`src/rtl/par2ser_pkg.sv`:
```
// Shared definitions for the 10-bit parallel-to-serial converter.
// Optional build macro: PAR2SER_PARITY_EN (appends an even-parity bit per frame).
package par2ser_pkg;

  localparam int WIDTH_DEF = 10;

  function automatic int cnt_width(input int w);
    return (w > 1) ? $clog2(w) : 1;
  endfunction

  localparam int CNT_W_DEF = cnt_width(WIDTH_DEF);

  typedef enum logic [1:0] {
    IDLE   = 2'd0,
`ifdef PAR2SER_PARITY_EN
    SHIFT  = 2'd1,
    PARITY = 2'd2
`else
    SHIFT  = 2'd1
`endif
  } state_t;

endpackage

```
`src/rtl/par2ser_cnt.sv`:
```
// Bit counter for par2ser10: synchronous clear, count enable, terminal count at WIDTH-1.
// Optional build macro: PAR2SER_PARITY_EN (not used in this file).
module par2ser_cnt
  import par2ser_pkg::*;
#(
  parameter int WIDTH = WIDTH_DEF,
  parameter int CNT_W = cnt_width(WIDTH)
) (
  input  logic clk,
  input  logic rst,
  input  logic clr,
  input  logic en,
  output logic tc
);

  localparam logic [CNT_W-1:0] LAST = CNT_W'(WIDTH - 1);

  logic [CNT_W-1:0] cnt_q, cnt_d;

  assign tc = (cnt_q == LAST);

  // Wrap at the terminal count so the value never exceeds WIDTH-1.
  always_comb begin
    cnt_d = cnt_q;
    if (clr) begin
      cnt_d = '0;
    end else if (en) begin
      cnt_d = tc ? '0 : cnt_q + CNT_W'(1);
    end
  end

  always_ff @(posedge clk) begin
    if (rst) begin
      cnt_q <= '0;
    end else begin
      cnt_q <= cnt_d;
    end
  end

endmodule

```
`src/rtl/par2ser10.sv`:
```
// Parallel-to-serial converter, LSB first, valid/ready on both sides.
// Optional build macro: PAR2SER_PARITY_EN (adds PARITY state and an even-parity bit).
module par2ser10
  import par2ser_pkg::*;
#(
  parameter int WIDTH = WIDTH_DEF
) (
  input  logic             clk,
  input  logic             rst,
  input  logic [WIDTH-1:0] in_data,
  input  logic             in_valid,
  output logic             in_ready,
  output logic             ser_out,
  output logic             ser_valid,
  output logic             ser_last,
  input  logic             ser_ready
);

  // Handshakes: a transfer happens on a rising edge where valid and ready are
  // both high; valid and its payload stay stable until that transfer occurs.

  state_t           state_q, state_d;
  logic [WIDTH-1:0] shift_q, shift_d;
  logic             cnt_clr, cnt_en, cnt_tc;
  logic             in_ready_c, ser_out_c, ser_valid_c, ser_last_c;
`ifdef PAR2SER_PARITY_EN
  logic             parity_q, parity_d;
`endif

  par2ser_cnt #(
    .WIDTH (WIDTH),
    .CNT_W (cnt_width(WIDTH))
  ) u_cnt (
    .clk (clk),
    .rst (rst),
    .clr (cnt_clr),
    .en  (cnt_en),
    .tc  (cnt_tc)
  );

  always_comb begin
    state_d     = state_q;
    shift_d     = shift_q;
    cnt_clr     = 1'b0;
    cnt_en      = 1'b0;
    in_ready_c  = 1'b0;
    ser_out_c   = 1'b0;
    ser_valid_c = 1'b0;
    ser_last_c  = 1'b0;
`ifdef PAR2SER_PARITY_EN
    parity_d    = parity_q;
`endif
    case (state_q)
      IDLE: begin
        in_ready_c = 1'b1;
        if (in_valid) begin
          shift_d = in_data;
          cnt_clr = 1'b1;
          state_d = SHIFT;
`ifdef PAR2SER_PARITY_EN
          parity_d = ^in_data;
`endif
        end
      end
      SHIFT: begin
        ser_out_c   = shift_q[0];
        ser_valid_c = 1'b1;
`ifndef PAR2SER_PARITY_EN
        ser_last_c  = cnt_tc;
`endif
        if (ser_ready) begin
          shift_d = shift_q >> 1;
          cnt_en  = 1'b1;
          if (cnt_tc) begin
`ifdef PAR2SER_PARITY_EN
            state_d = PARITY;
`else
            state_d = IDLE;
`endif
          end
        end
      end
`ifdef PAR2SER_PARITY_EN
      PARITY: begin
        ser_out_c   = parity_q;
        ser_valid_c = 1'b1;
        ser_last_c  = 1'b1;
        if (ser_ready) begin
          state_d = IDLE;
        end
      end
`endif
      default: state_d = IDLE;
    endcase
  end

  always_ff @(posedge clk) begin
    if (rst) begin
      state_q  <= IDLE;
      shift_q  <= '0;
`ifdef PAR2SER_PARITY_EN
      parity_q <= 1'b0;
`endif
    end else begin
      state_q  <= state_d;
      shift_q  <= shift_d;
`ifdef PAR2SER_PARITY_EN
      parity_q <= parity_d;
`endif
    end
  end

  // Outputs are forced quiet while reset is held, even mid-frame.
  assign in_ready  = in_ready_c  & ~rst;
  assign ser_out   = ser_out_c   & ~rst;
  assign ser_valid = ser_valid_c & ~rst;
  assign ser_last  = ser_last_c  & ~rst;

endmodule

```
`config.mk`:
```
export PLATFORM = sky130hd
export DESIGN_NAME = par2ser10
export DESIGN_NICKNAME = d
export VERILOG_FILES = /design/src/rtl/par2ser_pkg.sv /design/src/rtl/par2ser_cnt.sv /design/src/rtl/par2ser10.sv
export SDC_FILE = /design/constraint.sdc
export NUM_CORES = 1
export LEC_CHECK = 0
export ABC_AREA = 1
export CORE_ASPECT_RATIO = 0.8
export CORE_MARGIN = 4
export CORE_UTILIZATION = 40
export CTS_BUF_LIST = sky130_fd_sc_hd__clkbuf_8
export CTS_CLUSTER_DIAMETER = 150
export DETAILED_ROUTE_END_ITERATION = 16
export HOLD_SLACK_MARGIN = 0.02
export PLACE_DENSITY_LB_ADDON = 0.25
export SYNTH_ARGS = -nofsm -noshare
export SYNTH_HDL_FRONTEND = slang
export SYNTH_SLANG_ARGS = --single-unit
```
`constraint.sdc`:
```
create_clock -name clk -period 2.7 [get_ports clk]
set_input_delay 0.405 -clock clk [delete_from_list [all_inputs] [get_ports clk]]
set_output_delay 0.405 -clock clk [all_outputs]
set_load 0.02 [all_outputs]
```
; ---- Word-level counts from Yosys, hierarchy flattened
; Index checks and enable logic that the tools add are counted.
[totals]
output_inout_bits = 4
register_bits = 16
elab_cells = 35
[op_classes]
n_addsub = 1
eq_ne = 5
bitwise_logic = 5
mux = 16
reduce_logical = 5
[op_table]
columns = operator, count
row1 = $mux W10, 2
row2 = $pmux W10 S2, 1
row3 = $mux W1, 8
row4 = $mux W2, 3
row5 = $ne A2 B2 Y1 const B, 3
row6 = $reduce_and A3 Y1, 2
row7 = $add A4 B1 Y4 const B, 1
row8 = $and A1 B1 Y1, 4
row9 = $eq A4 B4 Y1 const B, 1
row10 = $mux W4, 1
row11 = $pmux W2 S2, 1
row12 = $eq A2 B1 Y1 const B, 1
row13 = $logic_not A2 Y1, 1
row14 = $reduce_bool A2 Y1, 1
row15 = $reduce_or A2 Y1, 1
row16 = $not A1 Y1, 1

; ---- Logic depth before layout (Yosys ltp)
[logic_depth]
depth_word = 4
mapped_depth = 6
ltp_nobuf = 6

; ---- Cells and area by module
; A second synthesis with hierarchy kept.
[unflattened]
hier_cells = 135
area_unflattened_um2 = 825.8
[modules_own_cells]
columns = mod, instances, area_each_um2, cells_per_inst, seq_area_each_um2
row1 = par2ser10, 1, 620.6, 104, 220.2
row2 = par2ser_cnt, 1, 205.2, 31, 80.1

; ---- Least setup slack after synthesis
; OpenSTA, ideal clock, no wires.
[synth_path]
path_kind = flip-flop to output port
start = reg state_q[0]
end = out ser_last
path_stages_with_launch = 4
n_path_buf = 1
arrival_ns = 1.101
slack_ns = 1.194
required_ns = 2.295
cell_sequence = dfxtp_1 > inv_2 > buf_6 > nor4_2
[synth_via]
elab_chain_cells = 3
[synth_lines]
columns = element, line_no
row1 = "start, declared", par2ser10.sv:22  ; state_t state_q, state_d;
row2 = "start signal, assigned", par2ser10.sv:105  ; state_q <= state_d;
row3 = $eq A2 B1 Y1, par2ser10.sv:53  ; case (state_q)
row4 = $mux W1, par2ser10.sv:53
row5 = $and A1 B1 Y1, par2ser10.sv:117  ; assign ser_last = ser_last_c & ~rst;
row6 = "end, declared", par2ser10.sv:15  ; output logic ser_last,
; Every way passes these cells.

; ---- Worst setup path after layout
[layout_path]
start = in rst
end = out ser_out
[layout_via]
elab_chain_cells = 2
[layout_lines]
columns = element, line_no
row1 = "start, declared", par2ser10.sv:9  ; input logic rst,
row2 = $not A1 Y1, par2ser10.sv:115  ; assign ser_out = ser_out_c & ~rst;
row3 = $and A1 B1 Y1, par2ser10.sv:115
row4 = "end, declared", par2ser10.sv:13  ; output logic ser_out,
; Every way passes these cells.

==> impl_metrics.csv <==
group,metric,value,unit
status,outcome,"finished clean",
floorplan,die_w,56.6,um
synthesis,synth_area_leaders,"dfxtp_1 (40%), nand2_1 (19%), nor2_1 (13%), o21ai_0 (6.6%), inv_1 (3.5%)",
hold_path,hold-path-endpoint,"shift_q[8]",
final_layout,layout.nets,154,
critical_path,path_common_cell,"clkdlybuf4s50_1",
cts,cts_max_path_buffers,2,
cts,cts_buffers,3,
critical_path,cp.arrival,1.75,ns
power,p_per_area,520,mW/mm^2
final_layout,stdcell_count,161,
power,vdd_drop_max,331,uV
synthesis,syn_avg_cell_area,6.42,um^2
synthesis,synth_top_family_by_area,"simple AND/OR/NAND/NOR gates",
floorplan,core-area,0.00171,mm^2
detailed_routing,wire_per_inst,10.8,um
cts,clkTransAtPathRegs,0.06,ns
synthesis,ys_ff_latch,15,
final_layout,drive_gt1_share,10.8,%
detailed_routing,ant_nets,0,
final_layout,antenna_cells,0,
grt,grt_max_degree,14,
cts,clkSinkCount,15,
critical_path,slowest_stage,"clkdlybuf4s50_1",
critical_path,cp-start-kind,"input pin",
critical_path,reg2reg_depth,6,
synthesis,synth_area,757,um^2
detailed_routing,via_per_inst,4.76,
synthesis,synthAdderAreaFrac,0,%
synthesis,synth-simple-area-share,41.2,%
synthesis,synth_top_cell_by_area,"dfxtp_1",
synthesis,syn_nets,132,
grt,antenna_found_initial,0,
placed_design,dp_cells,157,
synthesis,synth_compound_area_share,11.2,%
critical_path,crit_family,"buffers and inverters",
cts,h-tree-depth,1,
critical_path,cp_cell_sequence,"clkdlybuf4s50_1 > buf_4 > nor2_1 > clkdlybuf4s50_1",
sta,post-route-period-util,79.7,%
placed_design,numPortBuffers,17,
critical_path,r2r-start,"state_q[0]",
grt,grt_pass1_wl,3010,um
hold_path,hold_depth,2,
critical_path,criticalPathCategory,"input pin to output port",
synthesis,yosysSeqAreaShare,39.7,%
synthesis,synth_ff_type,"dfxtp_1",
synthesis,yosysTopAreaCellShare,39.7,%
detailed_routing,drt_iter0_drc,25,
placed_design,hpwlAfterDp,1250,um
critical_path,cp.depth,4,
sta,finalMaxSlewViolations,0,
final_layout,syn2layout_area_growth,32.1,%
sta,fin_skew,0.00469,ns
detailed_routing,drt_pre_antenna_iters,4,
sta,hold_viol_final,0,
floorplan,start_util,44.3,%
power,power.leakage,0.447,nW
hold_path,hp-class,"flip-flop to flip-flop",
detailed_routing,drc,0,
sta,max_freq,465,MHz
floorplan,die_area,0.00266,mm^2
placed_design,gp_congestion,0.860,
cts,cts_tree,"built",
synthesis,ys_types,18,
sta,worstMarginPinSlew,0.246,ns
hold_path,holdCritStartpoint,"shift_q[8]",
cts,hold_buffers,0,
cts,clkLatencyLatePin,0.25,ns
sta,finalSetupTns,0,ns
critical_path,critPathCaptureType,"output port",
synthesis,synth_most_common_cell,"nand2_1",
critical_path,regToRegSetupSlack,1.52,ns
synthesis,async_flop_share,0,%
sta,rsz0062_at_grt,"false",
synthesis,synthMuxAreaShare,0,%
critical_path,max_stage_delay,0.61,ns
grt,overflow,0,
final_layout,utilization,58.5,%
synthesis,yosysWarnings,0,
cts,cts_setup_buffers,0,
detailed_routing,routed_wl,1740,um
sta,relSlewSlack,83.6,%
detailed_routing,vias,767,
critical_path,cp_data_required_time,2.30,ns
critical_path,critPathBufInv,3,
synthesis,synthCells,118,
floorplan,ios,18,
synthesis,ys_top_cells_by_count,"nand2_1 (38), nor2_1 (27), dfxtp_1 (15)",
critical_path,reg2reg_to,"shift_q[8]",
synthesis,synth-xor-area-share,0,%
cts,cts_resized,0,
grt,grt_usage,14.9,%
sta,setup_violations,0,
floorplan,rows,13,
grt,first_global_vias,716,
floorplan,die_h,46.9,um
synthesis,synth-edff-count,0,
critical_path,critPathMaxFanout,6,
sta,layout_min_cycle_time,2.15,ns
run,drv_cap,0,
cts,root_buffer,"clkbuf_8",
==> flip-flops by register name, indices dropped and copies added, names as in the netlist <==
| name | count |
|---|---|
| shift_q | 10 |
| u_cnt.cnt_q | 4 |
| state_q | 1 |
==> cell families after synthesis <==
group           Yosys count
flops                    15
buf+inv                  13
simple gates             74
compound gates           16
==> cells in the final DEF (no fill, tap or decap) <==
master / n
nor2_1: 27
buf_4: 2
nand2_4: 2
clkinv_2: 1
dfxtp_1: 15
clkdlybuf4s50_1: 17
o21ai_0: 10
nor4_2: 1
nand2_1: 38
o21bai_1: 1
inv_2: 3
nand2_2: 1
inv_1: 7
nand3_1: 4
o21a_1: 1
a21oi_1: 3
clkbuf_8: 3
nor2_2: 1
inv_4: 1
o21ai_1: 1
==> where the power goes <==
| part | leakage [nW] | internal (mW) | switching (mW) |
|---|---|---|---|
| registers | 0.124 | 0.237 | 0.00726 |
| logic | 0.298 | 0.0424 | 0.0521 |
| clock network | 0.0255 | 0.102 | 0.0789 |
| total | 0.447 | 0.382 | 0.138 |
==> final cells by class <==
type                            count  area (um^2)
Fill cell                         184          708
Multi-Input combinational cell     90          397
Sequential cell                    15          300
Timing Repair Buffer               19          185
Inverter                           11         43.8
Clock buffer                        3         41.3
Tap cell                           22         27.5
Clock inverter                      1         5.00
==> routing by layer <==
layer / part of all wire (%) / track usage, % / vias to the layer above
met3: 6.2 / 5.22 / 4
met5: 0 / 0 / -
met2: 44 / 23.0 / 21
li1: - / - / 407
met4: 0.98 / 6.16 / 0
met1: 48 / 19.3 / 335
==> through the flow <==
stage	cell area (um^2)	hold slack [ns]	power (mW)	setup slack, ns
2_1_floorplan	757	0.451	0.305	1.19
3_3_place_gp	953	0.471	0.342	0.535
3_5_place_dp	953	0.477	0.344	0.540
4_1_cts	1000	0.513	0.531	0.540
5_1_grt	1000	0.543	0.550	0.512
6_report	1000	0.515	0.520	0.548
==> how the worst max path moves through the flow <==
stage                    start       end  slack [ns]
floorplan           state_q[0]  ser_last        1.19
global placement           rst  ser_last        0.54
detailed placement         rst  ser_last        0.54
CTS                        rst  ser_last        0.54
global route               rst  ser_last        0.51
finish                     rst   ser_out        0.55
==> worst register-to-register path: cells and delay by family, from the launching register on <==
family,cells,cell delay (ns)
buffers and inverters,2,0.28
DFF,1,0.34
and+or+nand+nor,4,0.45
Power figures use the tool's default switching activity.
